--- src/rtl/router_pkg.sv ---
// Shared constants, helper function and stored-word type for the router packet FIFO.
package router_pkg;

    // Header byte layout: [WIDTH-1:HDR_LEN_LSB] payload length, [HDR_ADDR_W-1:0] destination.
    localparam int HDR_LEN_LSB = 2;
    localparam int HDR_ADDR_W  = 2;

    localparam int DEF_WIDTH = 8;
    localparam int DEF_DEPTH = 16;

    // Ceiling log2; usable in constant expressions. Returns 0 for values <= 1.
    function automatic int clog2(input int value);
        int result;
        result = 0;
        for (int i = 0; i < 31; i++) begin
            if ((1 << i) < value) begin
                result = i + 1;
            end
        end
        return result;
    endfunction

    // Stored word at the default width: header flag above the data byte.
    typedef struct packed {
        logic                 hdr;
        logic [DEF_WIDTH-1:0] data;
    } fifo_word_t;

endpackage

--- src/rtl/router_fifo_mem.sv ---
// Simple dual-port register array: synchronous write, addressed read.
module router_fifo_mem #(
    parameter int DW = 9,
    parameter int AW = 4
) (
    input  logic          i_clk,
    input  logic          i_wr_en,
    input  logic [AW-1:0] i_wr_addr,
    input  logic [DW-1:0] i_wr_data,
    input  logic [AW-1:0] i_rd_addr,
    output logic [DW-1:0] o_rd_data
);

    logic [DW-1:0] r_mem [2**AW];

    // Store the incoming word at the write address.
    always_ff @(posedge i_clk) begin
        if (i_wr_en) begin
            r_mem[i_wr_addr] <= i_wr_data;
        end
    end

    // The read word is registered by the owner of the read pointer.
    assign o_rd_data = r_mem[i_rd_addr];

endmodule

--- src/rtl/router_pkt_fifo.sv ---
// Packet-aware output-channel FIFO: stores a header flag beside each word,
// tracks packet boundaries on the read side and reports occupancy and error pulses.
module router_pkt_fifo
    import router_pkg::*;
#(
    parameter int WIDTH     = DEF_WIDTH,
    parameter int DEPTH     = DEF_DEPTH,
    parameter int AF_MARGIN = 2
) (
    input  logic                  clock,
    input  logic                  resetn,
    input  logic                  soft_reset,
    input  logic                  write_enb,
    input  logic                  lfd_state,
    input  logic [WIDTH-1:0]      data_in,
    input  logic                  read_enb,
    output logic [WIDTH-1:0]      data_out,
    output logic                  data_out_valid,
    output logic                  empty,
    output logic                  full,
    output logic                  almost_full,
    output logic [clog2(DEPTH):0] count,
    output logic                  pkt_active,
    output logic                  pkt_done,
    output logic                  overflow,
    output logic                  underflow
);

    localparam int AW = clog2(DEPTH);
    // Length field sits above the destination address bits of the header.
    localparam int LEN_LSB = (HDR_LEN_LSB > HDR_ADDR_W) ? HDR_LEN_LSB : HDR_ADDR_W;
    localparam int LW      = WIDTH - LEN_LSB;

    localparam logic [AW:0] PTR_ONE  = (AW+1)'(1);
    localparam logic [AW:0] AF_LEVEL = (AW+1)'(DEPTH - AF_MARGIN);
    localparam logic [LW:0] CNT_ONE  = (LW+1)'(1);

    typedef struct packed {
        logic             hdr;
        logic [WIDTH-1:0] data;
    } word_t;

    logic [AW:0]      r_wr_ptr;
    logic [AW:0]      r_rd_ptr;
    logic [AW:0]      r_count;
    logic [WIDTH-1:0] r_data_out;
    logic             r_data_valid;
    logic             r_overflow;
    logic             r_underflow;
    logic [LW:0]      r_pkt_cnt;
    logic             r_pkt_active;
    logic             r_pkt_done;

    logic             w_empty;
    logic             w_full;
    logic             w_wr_acc;
    logic             w_rd_acc;
    word_t            w_wr_word;
    word_t            w_rd_word;
    logic [LW-1:0]    w_hdr_len;

    // Flags come only from registered pointers/count, never from the enables.
    assign w_empty = (r_wr_ptr == r_rd_ptr);
    assign w_full  = (r_wr_ptr[AW] != r_rd_ptr[AW]) &&
                     (r_wr_ptr[AW-1:0] == r_rd_ptr[AW-1:0]);

    assign w_wr_acc = write_enb && !w_full;
    assign w_rd_acc = read_enb && !w_empty;

    assign w_wr_word.hdr  = lfd_state;
    assign w_wr_word.data = data_in;
    assign w_hdr_len      = w_rd_word.data[WIDTH-1:LEN_LSB];

    router_fifo_mem #(
        .DW ($bits(word_t)),
        .AW (AW)
    ) u_mem (
        .i_clk     (clock),
        .i_wr_en   (w_wr_acc && !soft_reset),
        .i_wr_addr (r_wr_ptr[AW-1:0]),
        .i_wr_data (w_wr_word),
        .i_rd_addr (r_rd_ptr[AW-1:0]),
        .o_rd_data (w_rd_word)
    );

    // Pointer and occupancy bookkeeping; a flush returns everything to empty.
    always_ff @(posedge clock or negedge resetn) begin
        if (!resetn) begin
            r_wr_ptr <= '0;
            r_rd_ptr <= '0;
            r_count  <= '0;
        end else if (soft_reset) begin
            r_wr_ptr <= '0;
            r_rd_ptr <= '0;
            r_count  <= '0;
        end else begin
            if (w_wr_acc) begin
                r_wr_ptr <= r_wr_ptr + PTR_ONE;
            end
            if (w_rd_acc) begin
                r_rd_ptr <= r_rd_ptr + PTR_ONE;
            end
            if (w_wr_acc && !w_rd_acc) begin
                r_count <= r_count + PTR_ONE;
            end else if (!w_wr_acc && w_rd_acc) begin
                r_count <= r_count - PTR_ONE;
            end
        end
    end

    // Registered read data, its valid strobe and the error pulses.
    always_ff @(posedge clock or negedge resetn) begin
        if (!resetn) begin
            r_data_out   <= '0;
            r_data_valid <= 1'b0;
            r_overflow   <= 1'b0;
            r_underflow  <= 1'b0;
        end else if (soft_reset) begin
            r_data_out   <= '0;
            r_data_valid <= 1'b0;
            r_overflow   <= 1'b0;
            r_underflow  <= 1'b0;
        end else begin
            r_data_valid <= w_rd_acc;
            r_overflow   <= write_enb && w_full;
            r_underflow  <= read_enb && w_empty;
            if (w_rd_acc) begin
                r_data_out <= w_rd_word.data;
            end
        end
    end

    // Packet tracking: a header loads length+1 (payload plus parity), later words count down.
    always_ff @(posedge clock or negedge resetn) begin
        if (!resetn) begin
            r_pkt_cnt    <= '0;
            r_pkt_active <= 1'b0;
            r_pkt_done   <= 1'b0;
        end else if (soft_reset) begin
            r_pkt_cnt    <= '0;
            r_pkt_active <= 1'b0;
            r_pkt_done   <= 1'b0;
        end else begin
            r_pkt_done <= 1'b0;
            if (w_rd_acc) begin
                if (w_rd_word.hdr) begin
                    // A header always restarts the count, even mid-packet.
                    r_pkt_cnt    <= {1'b0, w_hdr_len} + CNT_ONE;
                    r_pkt_active <= 1'b1;
                end else if (r_pkt_active) begin
                    if (r_pkt_cnt == CNT_ONE) begin
                        r_pkt_cnt    <= '0;
                        r_pkt_active <= 1'b0;
                        r_pkt_done   <= 1'b1;
                    end else begin
                        r_pkt_cnt <= r_pkt_cnt - CNT_ONE;
                    end
                end
            end
        end
    end

    assign data_out       = r_data_out;
    assign data_out_valid = r_data_valid;
    assign empty          = w_empty;
    assign full           = w_full;
    assign almost_full    = (r_count >= AF_LEVEL);
    assign count          = r_count;
    assign pkt_active     = r_pkt_active;
    assign pkt_done       = r_pkt_done;
    assign overflow       = r_overflow;
    assign underflow      = r_underflow;

endmodule
--- config.mk ---
export PLATFORM = sky130hd
export DESIGN_NAME = router_pkt_fifo
export DESIGN_NICKNAME = d
export VERILOG_FILES = /design/src/rtl/router_pkg.sv /design/src/rtl/router_fifo_mem.sv /design/src/rtl/router_pkt_fifo.sv
export SDC_FILE = /design/constraint.sdc
export NUM_CORES = 1
export LEC_CHECK = 0
export CORE_MARGIN = 1
export CORE_UTILIZATION = 35
export CTS_CLUSTER_DIAMETER = 120
export DETAILED_ROUTE_END_ITERATION = 8
export PLACE_DENSITY = 0.57
export SKIP_CTS_REPAIR_TIMING = 1
export SYNTH_ARGS = -nofsm -noshare
export SYNTH_HDL_FRONTEND = slang
export SYNTH_SLANG_ARGS = --single-unit
--- constraint.sdc ---
create_clock -name clock -period 7.3 [get_ports clock]
set_clock_uncertainty 0.05 [all_clocks]
set_input_delay 2.19 -clock clock [delete_from_list [all_inputs] [get_ports clock]]
set_output_delay 2.19 -clock clock [all_outputs]
set_load 0.05 [all_outputs]
* Yosys cells after proc, flatten, opt, wreduce, memory -nomap -nowiden
Memories as Yosys holds them, arrays and structs flattened. Cells that the tools add are included.
Storage, ports and cells: flip-flop bits (word level) 35, input port bits 14, RAM bits 144, memories kept 1, output and inout bits 21
Operators by class: reduce and logical (&&, ||, !) cells 18, equal/unequal tests 4, add/sub/neg operators 6, order comparisons 1, multiplexer cells 29
Memories:
- u_mem.r_mem | depth 16, bits a word 9, rd ports 1, clocked after Yosys merged registers in 0, write ports 1, line router_fifo_mem.sv:14 | logic [DW-1:0] r_mem [2**AW];
Operators by type and width (number):
- $mux 5 | 7
- $mux 7 | 5
- $mux 8 | 2
- $add 5x1->5 const B | 3
- $mux 1 | 15
- $logic_and 1x1->1 | 8
- $add 6x1->7 const B | 1
- $eq 7x1->1 const B | 1
- $sub 7x1->7 const B | 1
- $reduce_bool 3->1 | 2
- $eq 5x5->1 | 1
- $ge 5x4->1 const B | 1
- $logic_not 1->1 | 5
- $sub 5x1->5 const B | 1
- $eq 4x4->1 | 1
- $reduce_bool 2->1 | 2
- $reduce_and 2->1 | 1
- $ne 1x1->1 | 1

* Depth between registers and ports, before layout
depth in word-level cells 9, gate-level depth with buffers 12

* Modules after synthesis
Synthesis repeated with hierarchy kept, for this count alone.
Unflattened totals: cell total of the unflattened synthesis 470, area total of the unflattened synthesis 7682.4 um^2
Modules (own cells, without submodules):
- router_fifo_mem | area each 5600.4 um^2, cells each 245, instances 1, sequential area each 4324.1 um^2
- router_pkt_fifo | area each 2082.0 um^2, cells each 225, instances 1, sequential area each 875.8 um^2

* Worst setup path before layout
OpenSTA, ideal clock, no wires.
path type in2reg, start point input read_enb, end point register r_count[4] (netlist: count[4]), setup slack 3163 ps, buffers on the path 1, arrival time 3968 ps, stages on the path 9, cells stage by stage o21ai_1 clkbuf_1 nand2_1 fa_1 a21o_1 a21oi_1 nand3_1 and3_1 o21a_1
Between the ends: longest elaborated chain between the ends 5, elaborated cells between the ends (all ways) 7
Ends and longest elaborated chain:
- start: declaration | line router_pkt_fifo.sv:16 | input logic read_enb,
- $logic_and 1x1->1 * | line router_pkt_fifo.sv:68 | assign w_rd_acc = read_enb && !w_empty;
- $logic_not 1->1 | line router_pkt_fifo.sv:103 | if (w_wr_acc && !w_rd_acc) begin
- $logic_and 1x1->1 | line router_pkt_fifo.sv:103
- $mux 5 | line router_pkt_fifo.sv:103
- $mux 5 | line router_pkt_fifo.sv:92 | end else if (soft_reset) begin
- end signal: assignment | line router_pkt_fifo.sv:104 | r_count <= r_count + PTR_ONE;
- end signal: assignment | line router_pkt_fifo.sv:106 | r_count <= r_count - PTR_ONE;
- end: declaration | line router_pkt_fifo.sv:45 | logic [AW:0] r_count;
Every way passes the cells marked *; elsewhere a longest branch is shown, timed or not. A chain may end at the register's enable or synchronous reset.

* Final worst setup path
start point register r_rd_ptr[3], end point output full
Between the ends: longest elaborated chain between the ends 2
Ends and longest elaborated chain:
- start: declaration | line router_pkt_fifo.sv:44 | logic [AW:0] r_rd_ptr;
- start signal: assignment | line router_pkt_fifo.sv:101 | r_rd_ptr <= r_rd_ptr + PTR_ONE;
- $eq 4x4->1 | line router_pkt_fifo.sv:65 | (r_wr_ptr[AW-1:0] == r_rd_ptr[AW-1:0]);
- $logic_and 1x1->1 | line router_pkt_fifo.sv:64 | assign w_full = (r_wr_ptr[AW] != r_rd_ptr[AW]) &&
- end: declaration | line router_pkt_fifo.sv:20 | output logic full,
Every way passes these cells.

==> run_results.csv <==
group,metric,value,unit
logic_synthesis,synth_ff_type,"edfxtp_1",
logic_synthesis,syn_area,7580,um^2
placed_design,gp_congestion,0.774,
pwr,power.leakage,0.00296,uW
detailed_routing,vias,4023,
timing,fin_tns_setup,0,ps
logic_synthesis,avgSynthCellArea,16.9,um^2
pwr,cellPowerDensity,293,nW/um^2
placed_design,portBuffers,34,
timing,period_needed,4990,ps
logic_synthesis,synth_cell_types,50,
timing,tightest_slew,851,ps
cts,path_clk_slew,70,ps
pwr,vdd_ir_drop_max,141,uV
global_route,grtUsageTotal,0.154,
worst_hold_path,hold_class,"reg -> reg",
logic_synthesis,synth_fp_nets,476,
logic_synthesis,synth_edf_count,144,
timing,finalSetupViolCount,0,
logic_synthesis,async_flop_share,0.196,
detailed_routing,first_pass_iters,5,
detailed_routing,wl_per_cell,20.4,um
critical_path,crit_type,"reg -> out",
floorplanning,die_x,149,um
critical_path,required,5060,ps
cts,htree_levels,4,
final_layout,syn2layout_area_growth,15.8,%
timing,post-route-period-util,0.684,
cts,cts.sinks,179,
worst_hold_path,hold_start,"r_pkt_cnt[1]",
global_route,grt_overflow_total,0,
floorplanning,die_area,22300,um^2
global_route,grt_pass1_vias,4188,
critical_path,worstPathArrival,2750,ps
job,drv_cap,0,
placed_design,preCtsSetupSlack,2300,ps
cts,clockRootBuffer,"clkbuf_16",
global_route,antenna_found_initial,0,
global_route,grt_pass1_wl,24.6,mm
final_layout,regArea,5200,um^2
placed_design,dp_hpwl,9.73,mm
detailed_routing,via_per_inst,5.19,
cts,insertion_delay,430,ps
floorplanning,die_h,149,um
timing,final-hold-violation-count,0,
timing,max_slew_margin,0.429,
timing,drv_slew,0,
final_layout,multiInputGateArea,2250,um^2
logic_synthesis,ys_seq_elements,179,
final_layout,nFillCells,1898,
final_layout,nNetsFinal,514,
logic_synthesis,ys_seq_area_frac,0.686,
global_route,grt_max_degree,38,
detailed_routing,postRouteAntennaNets,0,
timing,rsz0062_at_grt,"no",
pwr,power.total,2570,uW
timing,max_freq,200,MHz
critical_path,critPathLaunchType,"flip-flop",
cts,cts_buffer_depth,2,
floorplanning,core-area,21200,um^2
critical_path,end_kind,"output pin",
timing,setup_ws,2310,ps
final_layout,drive_above_1_share,0.166,
detailed_routing,drt_wl_total,15.8,mm
status,status,"complete, no violations",
detailed_routing,drc,0,
critical_path,cp-startpoint,"r_rd_ptr[3]",
floorplanning,ios,35,
critical_path,cp_max_fo,16,
logic_synthesis,synth_warnings,0,
floorplanning,initial_core_util,0.358,
cts,cts_made_buffers,17,
critical_path,r2r-start,"r_rd_ptr[3]",
detailed_routing,drt-initial-drc-count,243,
logic_synthesis,syn_inst,449,
final_layout,diodes,0,
cts,cts_tree,"done",
floorplanning,rows,53,
power by group:
part | switching, uW | total [uW] | internal [uW]
clock | 422 | 875 | 453
sequential | 33.3 | 1170 | 1140
combinational | 306 | 525 | 220
layout make-up:
cell class              count  share of cell area
repair buffers             40              0.0439
clock buffers              17              0.0485
well taps                 275              0.0392
flip-flops and latches    179               0.593
inverters                   7             0.00299
multi-input cells         242               0.257
clock inverters            15              0.0163
flip-flops by register name, summed over array words and instances (netlist names):
register and cells:
data_out_valid 1, r_pkt_cnt 7, overflow 1, pkt_done 1, u_mem.r_mem 144, r_wr_ptr 5
count 5, data_out 8, pkt_active 1, underflow 1, r_rd_ptr 5
cells in the final DEF, fill, tap and decap left out, types with 5 or more instances in the layout:
cell type,Yosys,layout
nand2_1,35,35
and2_1,15,15
a21oi_1,16,16
edfxtp_1,144,144
nor2_1,21,21
xnor2_1,15,15
nor3_1,5,5
inv_1,7,7
clkbuf_16,0,17
ha_1,12,12
nand4_1,6,6
xor2_1,9,9
buf_4,2,6
mux4_2,40,40
clkdlybuf4s50_1,0,34
dfrtp_1,35,34
and4_1,6,6
mux2i_1,11,11
cell usage after synthesis, types with 6 or more instances:
| library cell | count | share of area |
|---|---|---|
| and4_1 | 6 | 0.0069 |
| a21oi_1 | 16 | 0.011 |
| xor2_1 | 9 | 0.010 |
| nand2_1 | 35 | 0.017 |
| nor2_1 | 21 | 0.010 |
| mux2i_1 | 11 | 0.015 |
| nand4_1 | 6 | 0.0050 |
| buf_2 | 8 | 0.0053 |
| dfrtp_1 | 35 | 0.12 |
| clkbuf_1 | 8 | 0.0040 |
| and2_1 | 15 | 0.012 |
| xnor2_1 | 15 | 0.017 |
| ha_1 | 12 | 0.020 |
| inv_1 | 7 | 0.0035 |
| edfxtp_1 | 144 | 0.57 |
| mux4_2 | 40 | 0.12 |
routing by layer:
layer,track usage,vias to the layer above,share of wire
met1,0.200,2094,0.45
li1,-,1822,-
met5,0,-,0
met2,0.256,89,0.50
met3,0.0303,18,0.032
met4,0.0546,0,0.017
worst max-delay path, stage by stage (launching register included):
cell,delay [ps]
dfrtp_1,870
xnor2_1,210
nand4_1,240
nor2_1,180
clkdlybuf4s50_1,820
cell families after synthesis:
logic type,synth area share
AOI/OAI and AO/OA,0.0380
xor gates and xnor gates,0.0277
adders and majority gates,0.0224
buffers and inverters,0.0172
DFF,0.686
muxes,0.135
and+or+nand+nor,0.0741
final timing paths:
check | endpoint | slack [ps] | depth (start not counted)
min in group asynchronous | overflow | 2110 | 2
min | r_pkt_cnt[1] | 470 | 1
max | full | 2310 | 4
max in group asynchronous | r_rd_ptr[0] | 4720 | 2
max reg2reg | count[4] | 3350 | 10
min reg2reg | r_pkt_cnt[1] | 470 | 1
metrics by stage:
stage,utilization,cell area [um^2],hold WS (ps),cells
floorplan,-,7580,423,449
global placement,0.388,8210,445,743
detailed placement,0.388,8210,457,743
CTS,0.415,8780,472,775
global route,0.415,8780,502,775
finish,0.415,8780,469,775
Power figures use the tool's default switching activity.
==> edit, RTL diff (same flow settings) <==
Set the package constant `HDR_LEN_LSB` to 4 (it was 2).
--- a/src/rtl/router_pkg.sv
+++ b/src/rtl/router_pkg.sv
@@ -4,3 +4,3 @@
     // Header byte layout: [WIDTH-1:HDR_LEN_LSB] payload length, [HDR_ADDR_W-1:0] destination.
-    localparam int HDR_LEN_LSB = 2;
+    localparam int HDR_LEN_LSB = 4;
     localparam int HDR_ADDR_W  = 2;
Formal check against the unedited RTL: not equivalent (a bounded check fails within 4 cycles, from zero or initial values and one cycle with resetn low).
==> edit against the unedited design <==
  * Largest cell class unchanged
  * Die area down 0.39%
  * Worst hold slack improved by 0.011 ns
  * Non-clock buffer count is the same
  * Setup slack lost 0.11 ns
  * Critical path type unchanged
  * Via count down 1.7%
  * Sequential cell count decreased by 2
  * Power is 2.5% lower
  * Wire length shrank 3.3%
  * Synthesized area down 0.40%
  * Count of clock-buffer cells in the layout unchanged
  * Cell area fell by 1.0%
  * Register-to-register slack improved by 0.58 ns
==> edit: results (changes against the unedited design) <==
* Status: complete, no violations
* NumNets Final at 497 (-3.3%)
* Global-route wire length before repair at 23700 um (-3.8%)
* Met2 Use GR at 24.7% (-0.86 points)
* # placed instances at 726 (-2.3%)
* Library cells used by synthesis at 48 (-4.0%)
* Worst slack at placement at 2.61 ns (+0.309 ns)
* Wire length per cell at 20.2 um (-1.1%)
* Clock Sinks at 177 (-1.1%)
* Post-DP HPWL at 9330 um (-4.1%)
* Placed cell area at 0.00814 mm2 (-0.90%)
* Fillers at 1904 (+0.32%)
* Multi-input combinational area share at 25.6% (-0.047 points)
* Power Dens Cells at 289 mW/mm2 (-1.4%)
* Met2 wire len at 7750 um (-1.8%)
* P_leak at 0.00295 uW (-0.41%)
* Metal1 wirelength at 6850 um (-4.2%)
* Finished Layout Cells at 758 (-2.2%)
* Routed vias/inst at 5.22 (+0.46%)
* Number of multi-input logic gates at 226 (-6.6%)
* Internal power at 1780 uW (-1.6%)
* Met3 wire len at 623 um (+23%)
* Met1 usage in global routing at 19.2% (-0.76 points)
* Placer congestion estimate at 0.729 (-5.8%)
* Clock network area share at 6.34% (-0.13 points)
* Synthesized area per cell at 17.5 um2 (+3.5%)
* Synth cell count leaders: edfxtp_1, dfrtp_1, nand2_1, mux4_1, nor2_1
* Seq pwr share at 46.2% (+0.7 points)
* Sequential element share of the synthesized area at 68.2% (-0.39 points)
* VDD IR max at 123 uV (-13%)
* Sequential fraction of total cell area at 59.3% (about the same)
* Syn nets at 459 (-3.6%)
* DR iter-0 viols at 284 (+17%)
* Max FO, Critical Path at 18 (+2)
* Slew headroom at 30.2% (-13 points)
* Post-route core utilization at 41.2% (-0.30 points)
* Layout cells sized above 1 at 12.2% (-4.4 points)
* Post-Syn Instances at 432 (-3.8%)
* Logic power comb at 502 uW (-4.4%)
* Buffering overhead at 4.44% (+0.046 points)
-- edit: worst paths after layout --
kind / start / to / slack [ns] / cells past startpoint
min: data_out[7] / data_out[7] / 0.48 / 2
max in group asynchronous: resetn / r_rd_ptr[0] / 4.75 / 2
min in group asynchronous: resetn / r_pkt_cnt[3] / 2.13 / 2
min reg2reg: data_out[7] / data_out[7] / 0.48 / 2
max: r_rd_ptr[3] / empty / 2.20 / 5
max reg2reg: r_rd_ptr[3] / count[4] / 3.93 / 10
-- edit: cells by family (layout without fill, tap and decap cells) --
family / count (synthesis) / after routing / synth area share, %
simple gates: 106 / 106 / 7.26
compound gates: 38 / 38 / 3.23
mux: 50 / 50 / 14.5
buf+inv: 29 / 80 / 2.35
flops: 177 / 177 / 68.2
xor+xnor: 19 / 19 / 2.20
fa+ha+maj: 13 / 13 / 2.25
-- edit: worst max-delay path: stages, from the launching register on --
cell	delay [ns]
dfrtp_1	0.94
xnor2_1	0.22
and4_4	0.28
nand2_1	0.09
inv_1	0.10
clkdlybuf4s50_1	0.80
